## config.mk

```make
export PLATFORM = sky130hd
export DESIGN_NAME = bus_arbiter_2
export DESIGN_NICKNAME = d
export VERILOG_FILES = /design/src/rtl/bus_arbiter_2.sv
export SDC_FILE = /design/constraint.sdc
export NUM_CORES = 1
export LEC_CHECK = 0
export ABC_AREA = 1
export BUFFER_PORTS_ARGS = -buffer_cell sky130_fd_sc_hd__buf_4
export CORE_AREA = 2 2 122 124
export CTS_CLUSTER_SIZE = 28
export DETAILED_ROUTE_END_ITERATION = 10
export DIE_AREA = 0 0 124 126
export PLACE_DENSITY_LB_ADDON = 0.3
export RECOVER_POWER = 100
export SLEW_MARGIN = 40
export SYNTH_ARGS = -nofsm -noshare
export SYNTH_HDL_FRONTEND = slang
export SYNTH_SLANG_ARGS = --single-unit
```

## constraint.sdc

```tcl
create_clock -name clk -period 0.8 [get_ports clk]
set_input_delay 0.04 -clock clk [delete_from_list [all_inputs] [get_ports clk]]
set_output_delay 0.04 -clock clk [all_outputs]
set_load 0.005 [all_outputs]
```

## src/rtl/bus_arbiter_2.sv

```systemverilog
// ---------------------------------------------------------------------------
// bus_arbiter_2
//
// Two-host, one-target bus arbiter. Host 0 (CPU core) and host 1 (DMA or
// debug) share one downstream ren/wen/ready bus. Arbitration is round-robin;
// a grant is held for one full transaction and released on device_ready.
// Every transaction is followed by one IDLE cycle.
//
// Optional feature (compile-time macro ARB_TIMEOUT_EN):
//   When defined, a BUSY transaction that sees TIMEOUT_CYCLES cycles without
//   device_ready is aborted. The owner gets host_ready with read data
//   32'hDEADBEEF and timeout_err is set until rst. When the macro is not
//   defined, BUSY waits for device_ready indefinitely and timeout_err is 0.
//
// Parameters:
//   TIMEOUT_CYCLES     stalled BUSY cycles before a forced abort (macro only)
//
// Ports:
//   clk                core clock
//   rst                synchronous reset, active-high
//   host_address       {h1,h0} 32-bit addresses
//   host_data_write    {h1,h0} 32-bit write data
//   host_write_mask    {h1,h0} 4-bit byte enables
//   host_ren           per-host read request
//   host_wen           per-host write request (wins over ren)
//   host_data_read     {h1,h0} read data, valid with host_ready
//   host_ready         per-host one-cycle done pulse
//   device_address     downstream address
//   device_data_write  downstream write data
//   device_write_mask  downstream byte enables
//   device_ren         downstream read strobe
//   device_wen         downstream write strobe
//   device_ready       downstream done strobe
//   device_data_read   downstream read data
//   grant              one-hot current owner, 0 when idle
//   busy               high while a transaction is in flight
//   timeout_err        sticky abort flag
// ---------------------------------------------------------------------------
module bus_arbiter_2 #(
  parameter int TIMEOUT_CYCLES = 255
) (
  input  logic        clk,
  input  logic        rst,
  input  logic [63:0] host_address,
  input  logic [63:0] host_data_write,
  input  logic [7:0]  host_write_mask,
  input  logic [1:0]  host_ren,
  input  logic [1:0]  host_wen,
  output logic [63:0] host_data_read,
  output logic [1:0]  host_ready,
  output logic [31:0] device_address,
  output logic [31:0] device_data_write,
  output logic [3:0]  device_write_mask,
  output logic        device_ren,
  output logic        device_wen,
  input  logic        device_ready,
  input  logic [31:0] device_data_read,
  output logic [1:0]  grant,
  output logic        busy,
  output logic        timeout_err
);

  typedef enum logic [0:0] {
    IDLE = 1'b0,
    BUSY = 1'b1
  } state_t;

  localparam logic [31:0] ABORT_DATA = 32'hDEAD_BEEF;

  state_t      state_r;
  state_t      state_n;
  logic [1:0]  grant_r;
  logic [1:0]  grant_n;
  logic        last_grant_r;   // index of the host served last
  logic        last_grant_n;
  logic [1:0]  req_s;
  logic        owner_s;        // index of the granted host (valid in BUSY)
  logic        timeout_hit_s;
  logic        done_s;

  assign req_s   = host_ren | host_wen;
  assign owner_s = grant_r[1];

`ifdef ARB_TIMEOUT_EN
  localparam int CNT_W = (TIMEOUT_CYCLES > 1) ? $clog2(TIMEOUT_CYCLES) : 1;

  logic [CNT_W-1:0] stall_cnt_r;
  logic             timeout_err_r;

  // The counter holds the number of stalled cycles already seen, so the
  // abort fires in the TIMEOUT_CYCLES-th stalled cycle itself. A same-cycle
  // device_ready takes precedence and completes normally.
  assign timeout_hit_s = (state_r == BUSY) && !device_ready &&
                         (stall_cnt_r == CNT_W'(TIMEOUT_CYCLES - 1));

  // Stall counter: cleared while idle so it starts at zero on BUSY entry.
  always_ff @(posedge clk) begin
    if (rst) begin
      stall_cnt_r <= '0;
    end else if (state_r == IDLE) begin
      stall_cnt_r <= '0;
    end else if (!device_ready) begin
      stall_cnt_r <= stall_cnt_r + CNT_W'(1);
    end else begin
      stall_cnt_r <= stall_cnt_r;
    end
  end

  // Sticky abort flag, cleared only by reset.
  always_ff @(posedge clk) begin
    if (rst) begin
      timeout_err_r <= 1'b0;
    end else if (timeout_hit_s) begin
      timeout_err_r <= 1'b1;
    end else begin
      timeout_err_r <= timeout_err_r;
    end
  end

  assign timeout_err = timeout_err_r;
`else
  assign timeout_hit_s = 1'b0;
  assign timeout_err   = 1'b0;
`endif

  assign done_s = (state_r == BUSY) && (device_ready || timeout_hit_s);

  // State, grant and round-robin history registers.
  always_ff @(posedge clk) begin
    if (rst) begin
      state_r      <= IDLE;
      grant_r      <= 2'b00;
      last_grant_r <= 1'b1;
    end else begin
      state_r      <= state_n;
      grant_r      <= grant_n;
      last_grant_r <= last_grant_n;
    end
  end

  // Next-state logic: pick a new owner in IDLE, release it on completion.
  always_comb begin
    state_n      = state_r;
    grant_n      = grant_r;
    last_grant_n = last_grant_r;
    case (state_r)
      IDLE: begin
        if (req_s == 2'b11) begin
          // Tie: the host that was not served last wins.
          grant_n = last_grant_r ? 2'b01 : 2'b10;
          state_n = BUSY;
        end else if (req_s != 2'b00) begin
          grant_n = req_s;
          state_n = BUSY;
        end else begin
          grant_n = 2'b00;
          state_n = IDLE;
        end
      end
      BUSY: begin
        if (done_s) begin
          state_n      = IDLE;
          grant_n      = 2'b00;
          last_grant_n = owner_s;
        end else begin
          state_n = BUSY;
        end
      end
      default: begin
        state_n = IDLE;
        grant_n = 2'b00;
      end
    endcase
  end

  // Downstream mux and host return path. Combinational so the device sees
  // the owner's request in the first BUSY cycle and host_ready adds no
  // latency over device_ready.
  always_comb begin
    device_address    = 32'h0000_0000;
    device_data_write = 32'h0000_0000;
    device_write_mask = 4'b0000;
    device_ren        = 1'b0;
    device_wen        = 1'b0;
    host_ready        = 2'b00;
    host_data_read    = 64'h0000_0000_0000_0000;
    if (state_r == BUSY) begin
      if (owner_s) begin
        device_address    = host_address[63:32];
        device_data_write = host_data_write[63:32];
        device_write_mask = host_write_mask[7:4];
      end else begin
        device_address    = host_address[31:0];
        device_data_write = host_data_write[31:0];
        device_write_mask = host_write_mask[3:0];
      end
      if (timeout_hit_s) begin
        host_ready[owner_s] = 1'b1;
        if (owner_s) begin
          host_data_read[63:32] = ABORT_DATA;
        end else begin
          host_data_read[31:0] = ABORT_DATA;
        end
      end else begin
        // Write wins over an illegal simultaneous read.
        device_wen = host_wen[owner_s];
        device_ren = host_ren[owner_s] & ~host_wen[owner_s];
        if (device_ready) begin
          host_ready[owner_s] = 1'b1;
          if (owner_s) begin
            host_data_read[63:32] = device_data_read;
          end else begin
            host_data_read[31:0] = device_data_read;
          end
        end else begin
          host_ready = 2'b00;
        end
      end
    end else begin
      host_ready = 2'b00;
    end
  end

  assign grant = grant_r;
  assign busy  = (state_r == BUSY);

endmodule
```

# After elaboration in Yosys (flattened, before gate mapping)
# Cells that the tools add are included.
# Widths: inputs -> output; s select.
# totals
register_bits	4
elab_cells	44
inputBits	175
# classes
bitwise_logic	4
n_reduce_logical	4
order_cmp	2
n_mux	29
n_eq_ne	2
# ops
op	count
$mux 32	6
$mux 64	2
$mux 2	6
$mux 1	10
$mux 4	2
$pmux 2 s2	1
$eq 2x2->1 const B	1
$logic_and 1x1->1	2
$lt 1x2->1 const B	1
$ne 2x1->1 const B	1
$not 1->1	2
$or 2x2->2	1
$pmux 1 s2	1
$reduce_and 2->1	1
$reduce_bool 2->1	1
$and 1x1->1	1
$demux 1 s1	1
$ge 1x1->1 const B	1

# Depth between registers and ports, before layout
# logic_depth
depth_word	6
ltp_mapped	6

# Least setup slack after synthesis
# No wires, ideal clock.
# synth_timing
path_type	reg2out
startpoint	reg state_r (netlist: busy)
endpoint	out host_data_read[10]
n_path_buf	2
setup_slack_ns	-0.187
required_ns	0.760
arrival_ns	0.947
stages_incl_launch_ff	7
path_cell_list	dfxtp_1 -> buf_6 -> nand2_4 -> nor2_4 -> inv_2 -> buf_6 -> nor2_1
# synth_between
elab_chain_len	1
# synth_lines
item	line_no	text
start, declared	70	state_t state_r;
start signal, assigned	135	state_r <= state_n;
$mux 64	187	if (state_r == BUSY) begin
end, declared	49	output logic [63:0] host_data_read,
# Every way passes these cells.

# Worst setup path in the final report
# layout_timing
startpoint	reg grant_r[1] (netlist: grant[1])
endpoint	out host_data_read[33]
# layout_between
elab_chain_len	3
# layout_lines
item	line_no	text
start, declared	72	logic [1:0] grant_r;
start signal, assigned	136	grant_r <= grant_n;
$mux 32	210	if (owner_s) begin
$mux 64	208	if (device_ready) begin
$mux 64	187	
# Every way passes these cells.

==> load_flow_metrics.sql <==
INSERT INTO impl_metrics (metric_group, metric, value, unit) VALUES
('place', 'port_buffers', '313', ''),
('run', 'drv.max_cap_violation_count', '0', ''),
('layout', 'seqCellArea', '87.6', 'µm²'),
('logic_synthesis', 'synth_area', '1650', 'µm²'),
('sta', 'setup-violations-final', '142', ''),
('sta', 'timing.fmax', '728', 'MHz'),
('logic_synthesis', 'postSynthRegisterBits', '4', ''),
('sta', 'grt_setup_unrepaired', 'true', ''),
('drt', 'wire_per_inst', '15.2', 'µm'),
('global_routing', 'first_global_vias', '3361', ''),
('critical_path', 'critical_path.top_delay_family', 'flip-flops', ''),
('sta', 'final.min_clock_period', '1.37', 'ns'),
('sta', 'slew_violations', '0', ''),
('logic_synthesis', 'synth_sequential_area_ratio', '4.87', '%'),
('critical_path', 'rr_startpoint', 'grant[1]$_SDFFE_PP0P_', ''),
('min_path', 'hp-start', 'host_ren[1]', ''),
('logic_synthesis', 'synth_nets', '544', ''),
('clocking', 'cts_tree', 'yes', ''),
('layout', 'num-nets-final', '878', ''),
('logic_synthesis', 'yosysWarnings', '0', ''),
('drt', 'antenna_left', '0', ''),
('drt', 'route.detailed.vias_per_inst', '4.07', ''),
('layout', 'antenna_diode_instance_count', '0', ''),
('clocking', 'clock_sink_count', '4', ''),
('drt', 'detail_route.first_pass.iterations', '4', ''),
('critical_path', 'crit_path_category', 'reg -> out', ''),
('floorplan', 'floorplan.die.width', '124', 'µm'),
('logic_synthesis', 'yosys.area_share.simple', '52.0', '%'),
('layout', 'drive_above_1_share', '68.5', '%'),
('layout', 'filler_cell_count_in_the_final_layout', '1493', ''),
('critical_path', 'cp_slowest_stage_delay', '0.45', 'ns'),
('clocking', 'tritoncts.num_buffers', '3', ''),
('sta', 'layout_worst_path_cycle_share', '172', '%'),
('logic_synthesis', 'ys_types', '19', ''),
('critical_path', 'critPathBufInv', '3', ''),
('floorplan', 'chipHeight', '126', 'µm'),
('clocking', 'path_clk_slew', '0.03', 'ns'),
('global_routing', 'antenna_violations_before_repair', '0', ''),
('floorplan', 'initial_utilization', '11.5', '%'),
('floorplan', 'floorplan.die_area', '15600', 'µm²'),
('critical_path', 'cp-start-kind', 'register', ''),
('global_routing', 'pin_count_of_the_biggest_net_entering_global_routing', '27', ''),
('critical_path', 'setup.reg_to_reg.worst_slack', '-0.32', 'ns'),
('critical_path', 'worst_setup_path_startpoint', 'grant[1]$_SDFFE_PP0P_', ''),
('logic_synthesis', 'synthesized_area_fraction_occupied_by_adder_cells', '0', '%'),
('sta', 'finalHoldViolations', '0', ''),
('layout', 'multi_input_comb_area', '1780', 'µm²'),
('floorplan', 'boundaryPins', '315', ''),
('logic_synthesis', 'dominant_combinational_cell_family_by_area_after_synthesis', 'simple AND/OR/NAND/NOR gates', ''),
('sta', 'finalClockSkew', '0.00126', 'ns'),
('drt', 'num_vias', '3603', ''),
('clocking', 'clock-root-buffer', 'clkbuf_16', ''),
('floorplan', 'num_rows', '44', ''),
('power', 'max-vdd-ir-drop', '624', 'µV'),
('run_status', 'outcome', 'finished, violations left', ''),
('critical_path', 'timing.critical_path.required', '0.76', 'ns'),
('power', 'total_power', '3.87', 'mW'),
('power', 'p_leak', '2.91', 'nW'),
('clocking', 'worstSkewPairLatency', '0.22', 'ns'),
('critical_path', 'arrival', '1.33', 'ns'),
('run_status', 'failed_checks', 'negative setup slack', ''),
('critical_path', 'path_cells', 'nand3_4 -> buf_12 -> buf_16 -> nor2_4 -> buf_6', ''),
('logic_synthesis', 'compound_gate_portion_of_the_synthesized_area', '23.1', '%'),
('critical_path', 'worst_setup_path_end_kind', 'output pin', ''),
('power', 'power_density_over_the_cells', '685', 'nW/µm²'),
('floorplan', 'core_area', '14300', 'µm²'),
('place', 'finalWeightedCongestion', '0.795', ''),
('critical_path', 'path_max_fanout', '8', ''),
('sta', 'finalWorstSetupSlack', '-0.574', 'ns'),
('drt', 'drc', '0', ''),
('place', 'place.detailed.hpwl', '9010', 'µm');
[repair_timing]
| item | in CTS | in global routing |
|---|---|---|
| setup buffers | 7 | 4 |
| pin swaps | 10 | 38 |
| endpoints found under the setup margin | 142 | 142 |
| cloned | 10 | 2 |
| gates resized for setup | 157 | 102 |
| hold buffers | 1 | 0 |
| hold endpoints to repair | 1 | 0 |
[worst reg2reg max path: stages (launching register included)]
cell and delay [ns]:
dfxtp_4 0.45, buf_12 0.17, buf_16 0.16, buf_8 0.11, nand2_2 0.05, a21oi_2 0.11
[sequential cells by signal, indices dropped and copies added (netlist names)]
register and count:
busy 1, grant 2, last_grant_r 1
[cell type report]
type                            count  area share (%)
Inverter                           38            2.79
Clock buffer                        3            1.33
Tap cell                          184            4.07
Sequential cell                     4            1.55
Multi-Input combinational cell    297            31.5
Timing Repair Buffer              359            58.7
[cells in the final DEF (no fill, tap or decap), types with 14 or more instances in the layout]
| cell type | n |
|---|---|
| inv_1 | 34 |
| buf_4 | 278 |
| o21ai_1 | 34 |
| buf_12 | 14 |
| o21ai_0 | 16 |
| nor2_1 | 121 |
| buf_6 | 49 |
| nor2_2 | 44 |
| o21ai_2 | 17 |
| nor2_4 | 41 |
[metrics by stage]
stage                     cell area, µm²  hold WS (ns)  setup WS, ns  utilization (%)  setup TNS, ns
after floorplan                     1740         0.102        -0.140                -         -16.02
after global placement              4440         0.227        -0.367             31.0         -38.06
after detailed placement            4440         0.226        -0.369             31.0         -38.17
after CTS                           5220         0.163        -0.551             36.4         -69.68
after global routing                5650         0.183        -0.621             39.5         -78.10
final                               5650         0.155        -0.574             39.5         -70.17
[layer usage]
layer / share of wire [%] / up-vias / routed length, µm / track usage [%]
met2: 53 / 186 / 7140 / 28.3
li1: - / 1794 / - / -
met4: 0.20 / 0 / 27 / 2.05
met1: 37 / 1621 / 4930 / 16.8
met3: 9.8 / 2 / 1320 / 2.90
met5: 0 / - / 0 / 0
[cells in the mapped netlist (all sizes together)]
library cell,instances,area (µm²)
nor2,206,788
o21ai,70,350
inv,38,145
buf,17,125
clkbuf,13,55.1
nand2,12,52.6
a21oi,6,30.0
dfxtp,4,80.1
nand3,2,15.0
conb,1,3.75
[worst paths after layout]
| check | endpoint | cells past startpoint |
|---|---|---|
| max | host_data_read[33] | 5 |
| max reg2reg | grant[1]$_SDFFE_PP0P_ | 5 |
| min reg2reg | grant[0]$_SDFFE_PP0P_ | 2 |
| min | grant[0]$_SDFFE_PP0P_ | 4 |
[cells by family after synthesis]
group,Yosys count
simple gates,220
buf+inv,68
flops,4
other cells,1
compound gates,76
[report_power, final]
| group | internal, mW | switching (mW) |
|---|---|---|
| clock | 0.637 | 0.125 |
| sequential | 0.217 | 0.0375 |
| combinational | 1.64 | 1.21 |
Power figures use the tool's default switching activity.
